===== config.mk =====
export PLATFORM = sky130hd
export DESIGN_NAME = instruction_fetch_unit
export DESIGN_NICKNAME = d
export VERILOG_FILES = /design/src/rtl/instruction_fetch_unit_pkg.sv /design/src/rtl/instruction_fetch_unit_fetch_next_pc.sv /design/src/rtl/instruction_fetch_unit.sv
export SDC_FILE = /design/constraint.sdc
export NUM_CORES = 1
export LEC_CHECK = 0
export ABC_AREA = 1
export CORE_MARGIN = 5
export CORE_UTILIZATION = 54
export DETAILED_ROUTE_END_ITERATION = 10
export PLACE_DENSITY = 0.88
export SYNTH_ARGS = -nofsm -noshare
export SYNTH_HDL_FRONTEND = slang
export SYNTH_SLANG_ARGS = --single-unit
export TNS_END_PERCENT = 100

===== constraint.sdc =====
create_clock -name clk -period 4.9 [get_ports clk]
set_clock_uncertainty 0.05 [all_clocks]
set_input_delay 0.735 -clock clk [delete_from_list [all_inputs] [get_ports clk]]
set_output_delay 0.735 -clock clk [all_outputs]
set_load 0.1 [all_outputs]

===== src/rtl/instruction_fetch_unit_pkg.sv =====
// ---------------------------------------------------------------------------
// instruction_fetch_unit_pkg
// Shared definitions for the MIPS32 fetch stage:
//   - pc_source encodings driven by control_unit
//   - fetch FSM state encodings
//   - NOP instruction word and a PC increment helper
// ---------------------------------------------------------------------------
package instruction_fetch_unit_pkg;

    localparam logic [1:0] PC_SRC_SEQ    = 2'd0;
    localparam logic [1:0] PC_SRC_BRANCH = 2'd1;
    localparam logic [1:0] PC_SRC_JUMP   = 2'd2;
    localparam logic [1:0] PC_SRC_JR     = 2'd3;

    typedef enum logic [1:0] {
        FETCH_S_RESET = 2'd0,
        FETCH_S_REQ   = 2'd1,
        FETCH_S_HOLD  = 2'd2,
        FETCH_S_FAULT = 2'd3
    } fetch_state_e;

    localparam logic [31:0] NOP_WORD = 32'h0000_0000;

    // 32-bit modulo increment; 32'hFFFF_FFFC wraps silently to 0.
    function automatic logic [31:0] pc_plus4(input logic [31:0] p);
        return p + 32'd4;
    endfunction

endpackage


===== src/rtl/instruction_fetch_unit_fetch_next_pc.sv =====
// ---------------------------------------------------------------------------
// fetch_next_pc
// Combinational redirect decision and target computation for the fetch stage.
// All targets are derived from the instruction currently held in IF/ID.
// Ports:
//   if_id_valid     in   IF/ID holds a live instruction
//   pc_source       in   0 seq, 1 branch, 2 jump, 3 jr
//   branch_taken    in   branch condition result
//   if_id_pc_plus4  in   PC+4 of the IF/ID instruction
//   branch_offset   in   imm16
//   jump_index      in   instr_index
//   jr_target       in   rs value
//   redirect        out  PC must be redirected this cycle
//   target          out  redirect target address
//   misaligned      out  redirect is a JR to a non word-aligned address
// ---------------------------------------------------------------------------
module fetch_next_pc
    import instruction_fetch_unit_pkg::*;
(
    input  logic        if_id_valid,
    input  logic [1:0]  pc_source,
    input  logic        branch_taken,
    input  logic [31:0] if_id_pc_plus4,
    input  logic [15:0] branch_offset,
    input  logic [25:0] jump_index,
    input  logic [31:0] jr_target,
    output logic        redirect,
    output logic [31:0] target,
    output logic        misaligned
);

    // Word-scaled, sign-extended branch displacement.
    logic [31:0] branch_disp;

    assign branch_disp[1:0]  = 2'b00;
    assign branch_disp[17:2] = branch_offset;

    genvar gi;
    generate
        for (gi = 18; gi < 32; gi++) begin : g_sext
            assign branch_disp[gi] = branch_offset[15];
        end
    endgenerate

    always_comb begin
        redirect   = 1'b0;
        target     = if_id_pc_plus4;
        misaligned = 1'b0;
        unique case (pc_source)
            PC_SRC_BRANCH: begin
                redirect = if_id_valid && branch_taken;
                target   = if_id_pc_plus4 + branch_disp;
            end
            PC_SRC_JUMP: begin
                redirect = if_id_valid;
                target   = {if_id_pc_plus4[31:28], jump_index, 2'b00};
            end
            PC_SRC_JR: begin
                redirect   = if_id_valid;
                target     = jr_target;
                misaligned = if_id_valid && (jr_target[1:0] != 2'b00);
            end
            default: begin
                redirect = 1'b0;
            end
        endcase
    end

endmodule


===== src/rtl/instruction_fetch_unit.sv =====
// ---------------------------------------------------------------------------
// instruction_fetch_unit
// MIPS32 fetch stage: holds the PC, reads instruction memory through a
// req/ready handshake (same-cycle accept), fills the IF/ID register and
// applies decode-stage redirects, stalls, flushes and misaligned-JR faults.
// Ports:
//   clk, rst                  clock, synchronous active-high reset
//   stall, flush              hazard controls from decode
//   pc_source, branch_taken,
//   branch_offset, jump_index,
//   jr_target                 redirect information for the IF/ID instruction
//   imem_req/addr/ready/rdata instruction memory handshake
//   pc                        current fetch PC
//   if_id_instruction/
//   if_id_pc_plus4/if_id_valid IF/ID register
//   misaligned_fault          sticky fault flag, cleared only by rst
// ---------------------------------------------------------------------------
module instruction_fetch_unit
    import instruction_fetch_unit_pkg::*;
#(
    parameter logic [31:0] RESET_PC = 32'h0000_0000
) (
    input  logic        clk,
    input  logic        rst,
    input  logic        stall,
    input  logic        flush,
    input  logic [1:0]  pc_source,
    input  logic        branch_taken,
    input  logic [15:0] branch_offset,
    input  logic [25:0] jump_index,
    input  logic [31:0] jr_target,
    output logic        imem_req,
    output logic [31:0] imem_addr,
    input  logic        imem_ready,
    input  logic [31:0] imem_rdata,
    output logic [31:0] pc,
    output logic [31:0] if_id_instruction,
    output logic [31:0] if_id_pc_plus4,
    output logic        if_id_valid,
    output logic        misaligned_fault
);

    fetch_state_e state_q, state_d;
    logic [31:0]  pc_q, pc_d;
    logic [31:0]  hold_q, hold_d;
    logic [31:0]  instr_q, instr_d;
    logic [31:0]  pc4_q, pc4_d;
    logic         valid_q, valid_d;
    logic         fault_q, fault_d;

    logic         redirect;
    logic [31:0]  target;
    logic         misaligned;
    logic         accept;

    fetch_next_pc u_next_pc (
        .if_id_valid    (valid_q),
        .pc_source      (pc_source),
        .branch_taken   (branch_taken),
        .if_id_pc_plus4 (pc4_q),
        .branch_offset  (branch_offset),
        .jump_index     (jump_index),
        .jr_target      (jr_target),
        .redirect       (redirect),
        .target         (target),
        .misaligned     (misaligned)
    );

    // Request is a pure function of state so it never depends on ready.
    assign imem_req  = (state_q == FETCH_S_REQ);
    assign imem_addr = pc_q;
    assign accept    = imem_req && imem_ready;

    always_comb begin
        state_d = state_q;
        pc_d    = pc_q;
        hold_d  = hold_q;
        instr_d = instr_q;
        pc4_d   = pc4_q;
        valid_d = valid_q;
        fault_d = fault_q;

        if (state_q != FETCH_S_FAULT) begin
            if (misaligned) begin
                // PC is left pointing where it was so the fault is debuggable.
                fault_d = 1'b1;
                valid_d = 1'b0;
                state_d = FETCH_S_FAULT;
            end else if (redirect) begin
                // Any accepted or buffered word is on the wrong path: drop it.
                pc_d    = target;
                valid_d = 1'b0;
                hold_d  = NOP_WORD;
                state_d = FETCH_S_REQ;
            end else if (flush) begin
                // PC is untouched so the same address is fetched again.
                valid_d = 1'b0;
                hold_d  = NOP_WORD;
                state_d = FETCH_S_REQ;
            end else begin
                unique case (state_q)
                    FETCH_S_RESET: begin
                        state_d = FETCH_S_REQ;
                    end
                    FETCH_S_REQ: begin
                        if (accept) begin
                            if (stall) begin
                                hold_d  = imem_rdata;
                                state_d = FETCH_S_HOLD;
                            end else begin
                                instr_d = imem_rdata;
                                pc4_d   = pc_plus4(pc_q);
                                valid_d = 1'b1;
                                pc_d    = pc_plus4(pc_q);
                            end
                        end else if (!stall) begin
                            valid_d = 1'b0;
                        end
                    end
                    FETCH_S_HOLD: begin
                        if (!stall) begin
                            instr_d = hold_q;
                            pc4_d   = pc_plus4(pc_q);
                            valid_d = 1'b1;
                            pc_d    = pc_plus4(pc_q);
                            hold_d  = NOP_WORD;
                            state_d = FETCH_S_REQ;
                        end
                    end
                    default: begin
                        state_d = state_q;
                    end
                endcase
            end
        end
    end

    always_ff @(posedge clk) begin
        if (rst) begin
            state_q <= FETCH_S_RESET;
            pc_q    <= RESET_PC;
            hold_q  <= NOP_WORD;
            instr_q <= NOP_WORD;
            pc4_q   <= 32'h0;
            valid_q <= 1'b0;
            fault_q <= 1'b0;
        end else begin
            state_q <= state_d;
            pc_q    <= pc_d;
            hold_q  <= hold_d;
            instr_q <= instr_d;
            pc4_q   <= pc4_d;
            valid_q <= valid_d;
            fault_q <= fault_d;
        end
    end

    assign pc                = pc_q;
    assign if_id_instruction = instr_q;
    assign if_id_pc_plus4    = pc4_q;
    assign if_id_valid       = valid_q;
    assign misaligned_fault  = fault_q;

endmodule


==> Word-level counts from Yosys, hierarchy flattened <==
Cells that the tools add are included.
{ "totals": {"wordCells": 83, "mem_bits_rw": 0, "latch_bits": 0, "output_inout_bits": 131, "reg_bits": 132, "rom_bits": 0, "n_memories": 0, "inputBits": 114} }
{ "op_classes": {"shifts": 0, "n_bitwise": 3, "addsub": 2, "n_mux": 35, "n_reduce_logical": 18, "div_mod_pow": 0, "multipliers": 0, "n_lt_le_gt_ge": 0, "eq_ne": 18} }
{ "op_table": {"columns": ["op", "n"], "rows": [
  ["32-bit 2-to-1 mux", 14],
  ["32-bit one-hot mux with 2 select lines", 4],
  ["32-bit one-hot mux with 3 select lines", 1],
  ["32-bit by 3-bit adder with 32-bit output, second input constant", 1],
  ["32-bit adder", 1],
  ["2-bit 2-to-1 mux", 6],
  ["6-bit AND reduction", 2],
  ["5-bit AND reduction", 2],
  ["8-bit AND reduction", 1],
  ["1-bit 2-to-1 mux", 7],
  ["2-bit equality test, second input constant", 3],
  ["2-bit != test, second input constant", 3],
  ["6-bit by 3-bit != test with 1-bit output, second input constant", 1],
  ["2-bit one-hot mux with 3 select lines", 1],
  ["6-bit nonzero test", 1],
  ["5-bit by 2-bit != test with 1-bit output, second input constant", 1],
  ["5-bit by 3-bit != test with 1-bit output, second input constant", 1],
  ["5-bit != test, second input constant", 1],
  ["5-bit nonzero test", 1],
  ["2-bit by 1-bit equality test with 1-bit output, second input constant", 2],
  ["2-bit by 1-bit != test with 1-bit output, second input constant", 2],
  ["4-bit by 2-bit != test with 1-bit output, second input constant", 1],
  ["4-bit by 3-bit != test with 1-bit output, second input constant", 1],
  ["4-bit != test, second input constant", 1],
  ["11 further kinds", 17]
]} }

==> Longest topological paths before layout <==
Gate-level depths: netlist of run 1.
{ "logic_depth": {"word_depth": 7, "mapped_depth": 15, "mapped_depth_nobuf": 15} }

==> Cells and area by module <==
A second synthesis of run 1 with hierarchy kept.
{ "unflattened": {"hier_cells": 1621, "area_unflattened_um2": 9679.3} }
{ "by_module_without_submodules": {"columns": ["module", "seq_area_each_um2", "n_inst", "area_per_inst_um2", "cells_per_inst"], "rows": [
  ["instruction_fetch_unit", 2642.5, 1, 6691.4, 997],
  ["fetch_next_pc", 0.0, 1, 2987.9, 624]
]} }

==> Worst setup path before layout of run 1 <==
No wires, ideal clock.
{ "synth_timing": {"path_kind": "register to register", "startpoint": "register pc4_q[2], in the netlist if_id_pc_plus4[2]", "endpoint": "register pc_q[26], in the netlist imem_addr[26]", "t_required_ps": 4718, "stages_incl_launch_ff": 16, "setup_slack_ps": 2168, "period_less_slack_ps": 2732, "setup_time_ps": 132, "n_path_buf": 0, "t_arrival_ps": 2550, "cell_sequence": "dfxtp_1 > ha_1 > inv_1 > fa_1 > inv_1 > nand3_1 > nand3_1 > nand2_1 > nand2_1 > nand3_1 > nand3_1 > nand2_1 > nand3_1 > nand2_1 > nand2_1 > a21oi_1"} }
{ "synth_via": {"elab_chain_cells": 3} }
{ "synth_rtl": {"columns": ["element", "line", "rtl"], "rows": [
  ["start, declared", "instruction_fetch_unit.sv:47", "logic [31:0] pc4_q, pc4_d;"],
  ["start signal, assigned", "instruction_fetch_unit.sv:152", "pc4_q <= pc4_d;"],
  ["32-bit adder", "instruction_fetch_unit_fetch_next_pc.sv:52", "target = if_id_pc_plus4 + branch_disp;"],
  ["32-bit one-hot mux with 3 select lines", "instruction_fetch_unit_fetch_next_pc.sv:49", "unique case (pc_source)"],
  ["32-bit 2-to-1 mux", "instruction_fetch_unit.sv:89", "end else if (redirect) begin"],
  ["end signal, assigned", "instruction_fetch_unit.sv:149", "pc_q <= pc_d;"],
  ["end, declared", "instruction_fetch_unit.sv:44", "logic [31:0] pc_q, pc_d;"]
]} }
Every way passes these cells.
A chain may end at the register's enable or synchronous reset.

==> Worst setup path after layout of run 1 <==
{ "layout_timing": {"startpoint": "input pc_source[0]", "endpoint": "register hold_q[24]"} }
{ "layout_via": {"elab_chain_cells": 5, "elab_cells_between_ends": 13, "classes_between": "eq/ne: 6; mux: 3; bitwise: 1; reduce/logical: 3"} }
{ "layout_rtl": {"columns": ["element", "line", "rtl"], "rows": [
  ["start, declared", "instruction_fetch_unit.sv:27", "input logic [1:0] pc_source,"],
  ["2-bit equality test", "instruction_fetch_unit_fetch_next_pc.sv:49", null],
  ["2-bit OR reduction (no line)", null, null],
  ["1-bit one-hot mux with 2 select lines", "instruction_fetch_unit_fetch_next_pc.sv:49", null],
  ["4-bit by 2-bit != test with 1-bit output (no line), or another cell as far along", null, null],
  ["6-bit AND reduction (no line)", null, null],
  ["end signal, assigned", "instruction_fetch_unit.sv:150", "hold_q <= hold_d;"],
  ["end, declared", "instruction_fetch_unit.sv:45", "logic [31:0] hold_q, hold_d;"]
]} }
Several ways; a longest one is shown, not always the timed one.

==> run_results.csv, run 1 <==
group,metric,value,unit
timing,fin_setup_tns,0,ns
route,dr.pass1.iters,8,
critical_path,cp-end-kind,"flip-flop",
place,place_area,11500,um2
floorplan,start_util,0.552,
final_layout,nets,1756,
grt,grt_util_met2,0.556,
job,drv_cap,0,
place,io_buffer_count,244,
route,antenna_left,0,
place,dp_hpwl,24700,um
yosys,yosys.area.top_type_share,0.288,
cts,path_clk_slew,0.06,ns
floorplan,fp.coreArea,16600,um2
critical_path,crit_path_start_kind,"input pin",
final_layout,num-fill-cells,1343,
route,wl,33300,um
timing,tightest_slew,1.19,ns
floorplan,io_pins,245,
yosys,syn_nets,1579,
cts,cts_tree,"built",
yosys,syn-cell-area,9190,um2
cts,clk_path_buf_depth,2,
critical_path,worstPathArrival,3.59,ns
grt,antenna_found_initial,0,
grt,grt_pass1_vias,10100,
timing,drv_slew,0,
yosys,synth_edf_count,0,
timing,hold_violations,0,
yosys,postSynthAreaPerCell,6.43,um2
timing,period_minus_slack,3.33,ns
place,dp_cells,1808,
final_layout,area_growth,31.8,%
cts,cts-root-buf,"clkbuf_16",
grt,grtUsageTotal,0.322,
route,post_drt_wl_per_cell,18.1,um
final_layout,design_area,12100,um2
final_layout,final_cells,1840,
critical_path,cp_max_fo,64,
cts,cts.sink_count,132,
yosys,ys_async_sr_fraction,0,
yosys,ys_types,44,
route,dr.first_iter.drc_count,881,
grt,met1_usage,0.402,
yosys,yosysTopAreaCell,"dfxtp_1",
timing,relSlewSlack,0.210,
timing,clock.fmax,0.300,GHz
route,post-route-drc-count,0,
timing,fin_crit_sh,0.680,
floorplan,fp.dieH,140,um
yosys,ys_warn_count,0,
hold_path,min_path_type,"reg -> reg",
critical_path,required,5.16,ns
yosys,synthCells,1430,
cts,cts_resized,0,
yosys,synth_most_common_cell,"nand2_1",
critical_path,reg2reg_slack,2.18,ns
yosys,synth_top_flop_cell,"dfxtp_1",
power_and_ir_drop,power,7.09,mW
cts,cts.htree.levels,4,
grt,overflow,0,
floorplan,die_w,140,um
yosys,ys_seq_area_frac,0.288,
timing,setup_violations,0,
grt,grt_max_degree,80,
power_and_ir_drop,peakVddDrop,0.629,mV
grt,busiest_layer,"met2",
yosys,synth_common_cells,"nand2_1, inv_1, dfxtp_1",
yosys,synth-seq-cells,132,
power_and_ir_drop,leakagePower,5.18,nW
final_layout,drive_above_1_share,0.0617,
floorplan,die_area,19700,um2
route,num_vias,10700,
yosys,synthTopCellsByArea,"dfxtp_1, nand2_1, nand3_1",
route,via_per_inst,5.81,
grt,grt_pass1_wl,51900,um
floorplan,num_rows,47,
cts,cts_hold_buf,0,
timing,rsz0062_at_grt,"false",
cts,cts_setup_buffers,0,
critical_path,critical_path_class,"in -> reg",
timing,hold_ws,0.398,ns
cts,cts_made_buffers,17,
power_and_ir_drop,p_per_area,585,nW/um2
grt,grt_use_met3,0.0712,
outcome,status,"complete, no violations",
place,place.gp.congestion,1.02,
final_layout,diodes,0,
cts,clkLatencyLatePin,0.42,ns
[where the power goes]
part           total [mW]  switching [mW]  leakage [nW]  internal (mW)
Clock                1.38           0.508         0.309          0.875
Sequential           1.68           0.282          1.08           1.39
Combinational        4.03            3.02          3.79           1.00
Total                7.09            3.81          5.18           3.27
[final timing paths]
check	startpoint	to	depth (start not counted)
hold reg to reg	misaligned_fault	misaligned_fault	2
setup reg to reg	if_id_valid	hold_q[24]	10
setup / recovery	pc_source[0]	hold_q[24]	11
hold / removal	misaligned_fault	misaligned_fault	2
[layout by cell type (no fill, tap or decap), types with 2 or more instances in the layout]
cell type / count
nand3_1: 122
nand2_1: 398
clkdlybuf4s50_1: 243
or2_2: 14
nand3b_1: 9
o21ai_0: 95
nor2_2: 4
inv_2: 5
o21bai_1: 6
nor3_1: 17
bufinv_16: 4
nand4_1: 14
xnor2_1: 3
xor2_1: 14
dfxtp_1: 132
a211oi_1: 6
a221oi_1: 16
inv_6: 4
a22o_1: 4
and2_1: 2
o2111ai_1: 2
inv_1: 143
a31oi_1: 49
ha_1: 34
clkinv_4: 4
nor3b_1: 2
a21oi_1: 73
a211oi_2: 28
buf_4: 12
clkbuf_16: 17
nor2_1: 126
[critical path: stages]
cell and delay (ns):
clkdlybuf4s50_1 0.59, nand2_1 0.13, a21oi_4 0.37, nor2_4 0.04, buf_4 0.26, nand2_1 0.17
nor2_1 0.08, nor3b_4 0.18, buf_4 0.63, nor2_1 0.10, a211oi_2 0.25
[kinds of logic (layout without fill, tap and decap cells)]
group                    count (synthesis)  in the layout  synth area share
AO/OA/AOI/OAI                          289            289             0.205
adder cells (fa/ha/maj)                 35             35            0.0485
flip-flops                             132            132             0.288
buffers and inverters                  247            437             0.119
XOR/XNOR                                17             17            0.0162
AND/OR/NAND/NOR                        710            710             0.324
[sequential cells by signal, summed over array words and instances (netlist names)]
register	flops
hold_q	32
if_id_instruction	32
if_id_pc_plus4	32
if_id_valid	1
imem_addr	32
misaligned_fault	1
state_q	2
[per-layer routing]
| metal | wire, um | vias up |
|---|---|---|
| li1 | - | 5079 |
| met1 | 13200 | 4954 |
| met2 | 16100 | 581 |
| met3 | 3090 | 79 |
| met4 | 927 | 0 |
| met5 | 0 | - |
[layout make-up]
type	count	area [um2]	area share
multi-input cells	1051	5470	0.451
flip-flops and latches	132	2640	0.218
repair buffers	256	2530	0.209
inverters	149	559	0.0462
clock buffers	19	443	0.0366
well taps	220	275	0.0227
clock inverters	13	198	0.0163
[per-stage QoR]
| stage | worst slack [ns] | utilization |
|---|---|---|
| after floorplan | 2.17 | - |
| after global placement | 1.36 | 0.689 |
| after detailed placement | 1.27 | 0.689 |
| after CTS | 1.65 | 0.728 |
| after global routing | 1.41 | 0.728 |
| final | 1.57 | 0.728 |
(Power assumes the default switching activity.)
==> inputs of run 2 (changes only) <==
- CORE_UTILIZATION: 54 -> 50
- PLACE_DENSITY: 0.88 -> 0.82
- clock period: 4.9 -> 3.47 ns (I/O delays scaled with it)
==> run_results.csv, run 2 (synthesis results as in run 1) <==
group,metric,value,unit
route,post-route-drc-count,0,
timing,period_minus_slack,2.68,ns
critical_path,crit_path_start_kind,"input pin",
final_layout,area_growth,30.3,%
critical_path,ff2ff_path_depth,10,
floorplan,die_area,21200,um2
power_and_ir_drop,p_clk_frac,0.167,
critical_path,path_cells,"clkdlybuf4s50_1 > buf_4 > ha_1 > nand2_1 > nor2_1 > inv_1 > nor2_1 > nand4_1 > nand3_1 > nand2_1 > nand3_1 > nand2_1 > nand3_1 > a21oi_1",
timing,setup_violations,0,
critical_path,r2r-start,"state_q[0]",
power_and_ir_drop,peakVddDrop,0.778,mV
critical_path,required,3.68,ns
cts,clk_path_buf_depth,2,
hold_path,min_path_type,"reg -> reg",
critical_path,worstPathArrival,2.90,ns
place,place.gp.congestion,0.955,
outcome,status,"complete, no violations",
power_and_ir_drop,internal_power,4.36,mW
power_and_ir_drop,p_sw,5.36,mW
hold_path,hold_end,"misaligned_fault",
final_layout,mostFrequentLayoutCells,"nand2_1, clkdlybuf4s50_1, inv_1, dfxtp_1, nor2_1",
job,drv_cap,0,
cts,path_clk_slew,0.06,ns
floorplan,start_util,0.510,
timing,fin_ws,0.786,ns
floorplan,num_rows,49,
grt,grt_pass1_vias,10200,
timing,drv_slew,0,
floorplan,io_pins,245,
power_and_ir_drop,p_sw_frac,0.551,
grt,overflow,0,
cts,cts_hold_buf,0,
hold_path,hold_depth,2,
cts,cts_tree,"built",
timing,fin_setup_tns,0,ns
floorplan,die_w,146,um
critical_path,crit_cells,14,
hold_path,hp-start,"misaligned_fault",
route,via_per_inst,5.63,
route,dr.first_iter.drc_count,763,
timing,relSlewSlack,0.305,
route,wl,33600,um
cts,cts.htree.levels,4,
final_layout,nets,1763,
critical_path,slowest_delay,0.40,ns
critical_path,cp_max_fo,15,
route,antenna_left,0,
route,num_vias,10400,
route,dr.pass1.iters,5,
power_and_ir_drop,p_per_area,811,nW/um2
cts,cts_made_buffers,17,
critical_path,critical_path_class,"in -> reg",
timing,fin_crit_sh,0.774,
cts,cts_setup_buffers,0,
route,post_drt_wl_per_cell,18.1,um
grt,antenna_found_initial,0,
place,io_buffer_count,244,
final_layout,drive_above_1_share,0.0953,
place,dp_hpwl,25600,um
timing,tightest_slew,1.04,ns
floorplan,fp.dieH,146,um
power_and_ir_drop,leakagePower,5.27,nW
timing,rsz0062_at_grt,"false",
critical_path,rr_endpoint,"imem_addr[21]",
critical_path,cp-end-kind,"flip-flop",
floorplan,fp.coreArea,18000,um2
cts,cts_resized,0,
critical_path,slowest_stage,"clkdlybuf4s50_1",
power_and_ir_drop,power,9.72,mW
critical_path,critical_path_buf_inv_count,3,
final_layout,diodes,0,
critical_path,reg2reg_slack,0.92,ns
grt,grtUsageTotal,0.307,
power_and_ir_drop,pwr-share-comb,0.590,
power_and_ir_drop,power_frac_seq,0.244,
final_layout,num-fill-cells,1654,
grt,grt_max_degree,80,
cts,cts.sink_count,132,
timing,hold_violations,0,
critical_path,critical-path-top-delay-family,"simple AND/OR/NAND/NOR gates",
timing,clock.fmax,0.373,GHz
cts,cts-root-buf,"clkbuf_16",
place,place_ws,0.359,ns
final_layout,final_common_cell,"nand2_1",
cts,clkLatencyLatePin,0.43,ns
grt,grt_pass1_wl,54000,um
run 2: changes by cell type in the layout (fill, tap and decap cells not counted), sizes merged:
cell           delta
buf              +56
clkinvlp          +2
inv               -2
bufinv            -4
clkinv            +3
clkdlybuf4s50    -49
clkbuf            +1
run 2: worst max-delay path by stage:
| stage | start | to | slack (ns) |
|---|---|---|---|
| floorplan | if_id_pc_plus4[2] | imem_addr[26] | 0.74 |
| global placement | branch_offset[15] | imem_addr[27] | 0.38 |
| detailed placement | pc_source[0] | hold_q[3] | 0.36 |
| CTS | pc_source[0] | hold_q[21] | 0.79 |
| global route | branch_offset[15] | imem_addr[21] | 0.59 |
| finish | branch_offset[15] | imem_addr[21] | 0.79 |
run 2: power by group through the flow:
stage	Combinational, mW	Sequential, mW	Clock [mW]
6_report	5.73	2.37	1.62
5_1_grt	6.07	2.42	1.71
4_1_cts	5.72	2.35	1.62
3_5_place_dp	5.71	2.37	0
3_3_place_gp	5.64	2.37	0
2_1_floorplan	2.51	4.22	0
run 2: layer usage:
layer,wire length [um],vias up,share of wire,global-route usage
met5,0,-,0,0
met4,1150,0,0.034,0.113
met3,2990,71,0.089,0.0707
met2,15600,474,0.46,0.509
met1,13900,4795,0.41,0.392
li1,-,5105,-,-
run 2: tightest hold or removal path, stage by stage, from the launching register on:
cell and delay, ns:
dfxtp_1 0.31, inv_1 0.04, a21oi_1 0.05
run 2: area by class of cell:
class	instances	area [um2]	area share
Clock buffer	20	447	0.0373
Tap cell	229	287	0.0239
Inverter	149	559	0.0467
Timing Repair Buffer	263	2490	0.208
Sequential cell	132	2640	0.221
Multi-Input combinational cell	1051	5470	0.456
Clock inverter	12	82.6	0.00689
run 2: through the flow:
stage / instance area, um2 / utilization / instances / hold slack (ns)
2_1_floorplan: 9190 / - / 1430 / 0.397
3_3_place_gp: 11400 / 0.635 / 1824 / 0.388
3_5_place_dp: 11400 / 0.635 / 1824 / 0.390
4_1_cts: 12000 / 0.665 / 1856 / 0.400
5_1_grt: 12000 / 0.665 / 1856 / 0.414
6_report: 12000 / 0.665 / 1856 / 0.399
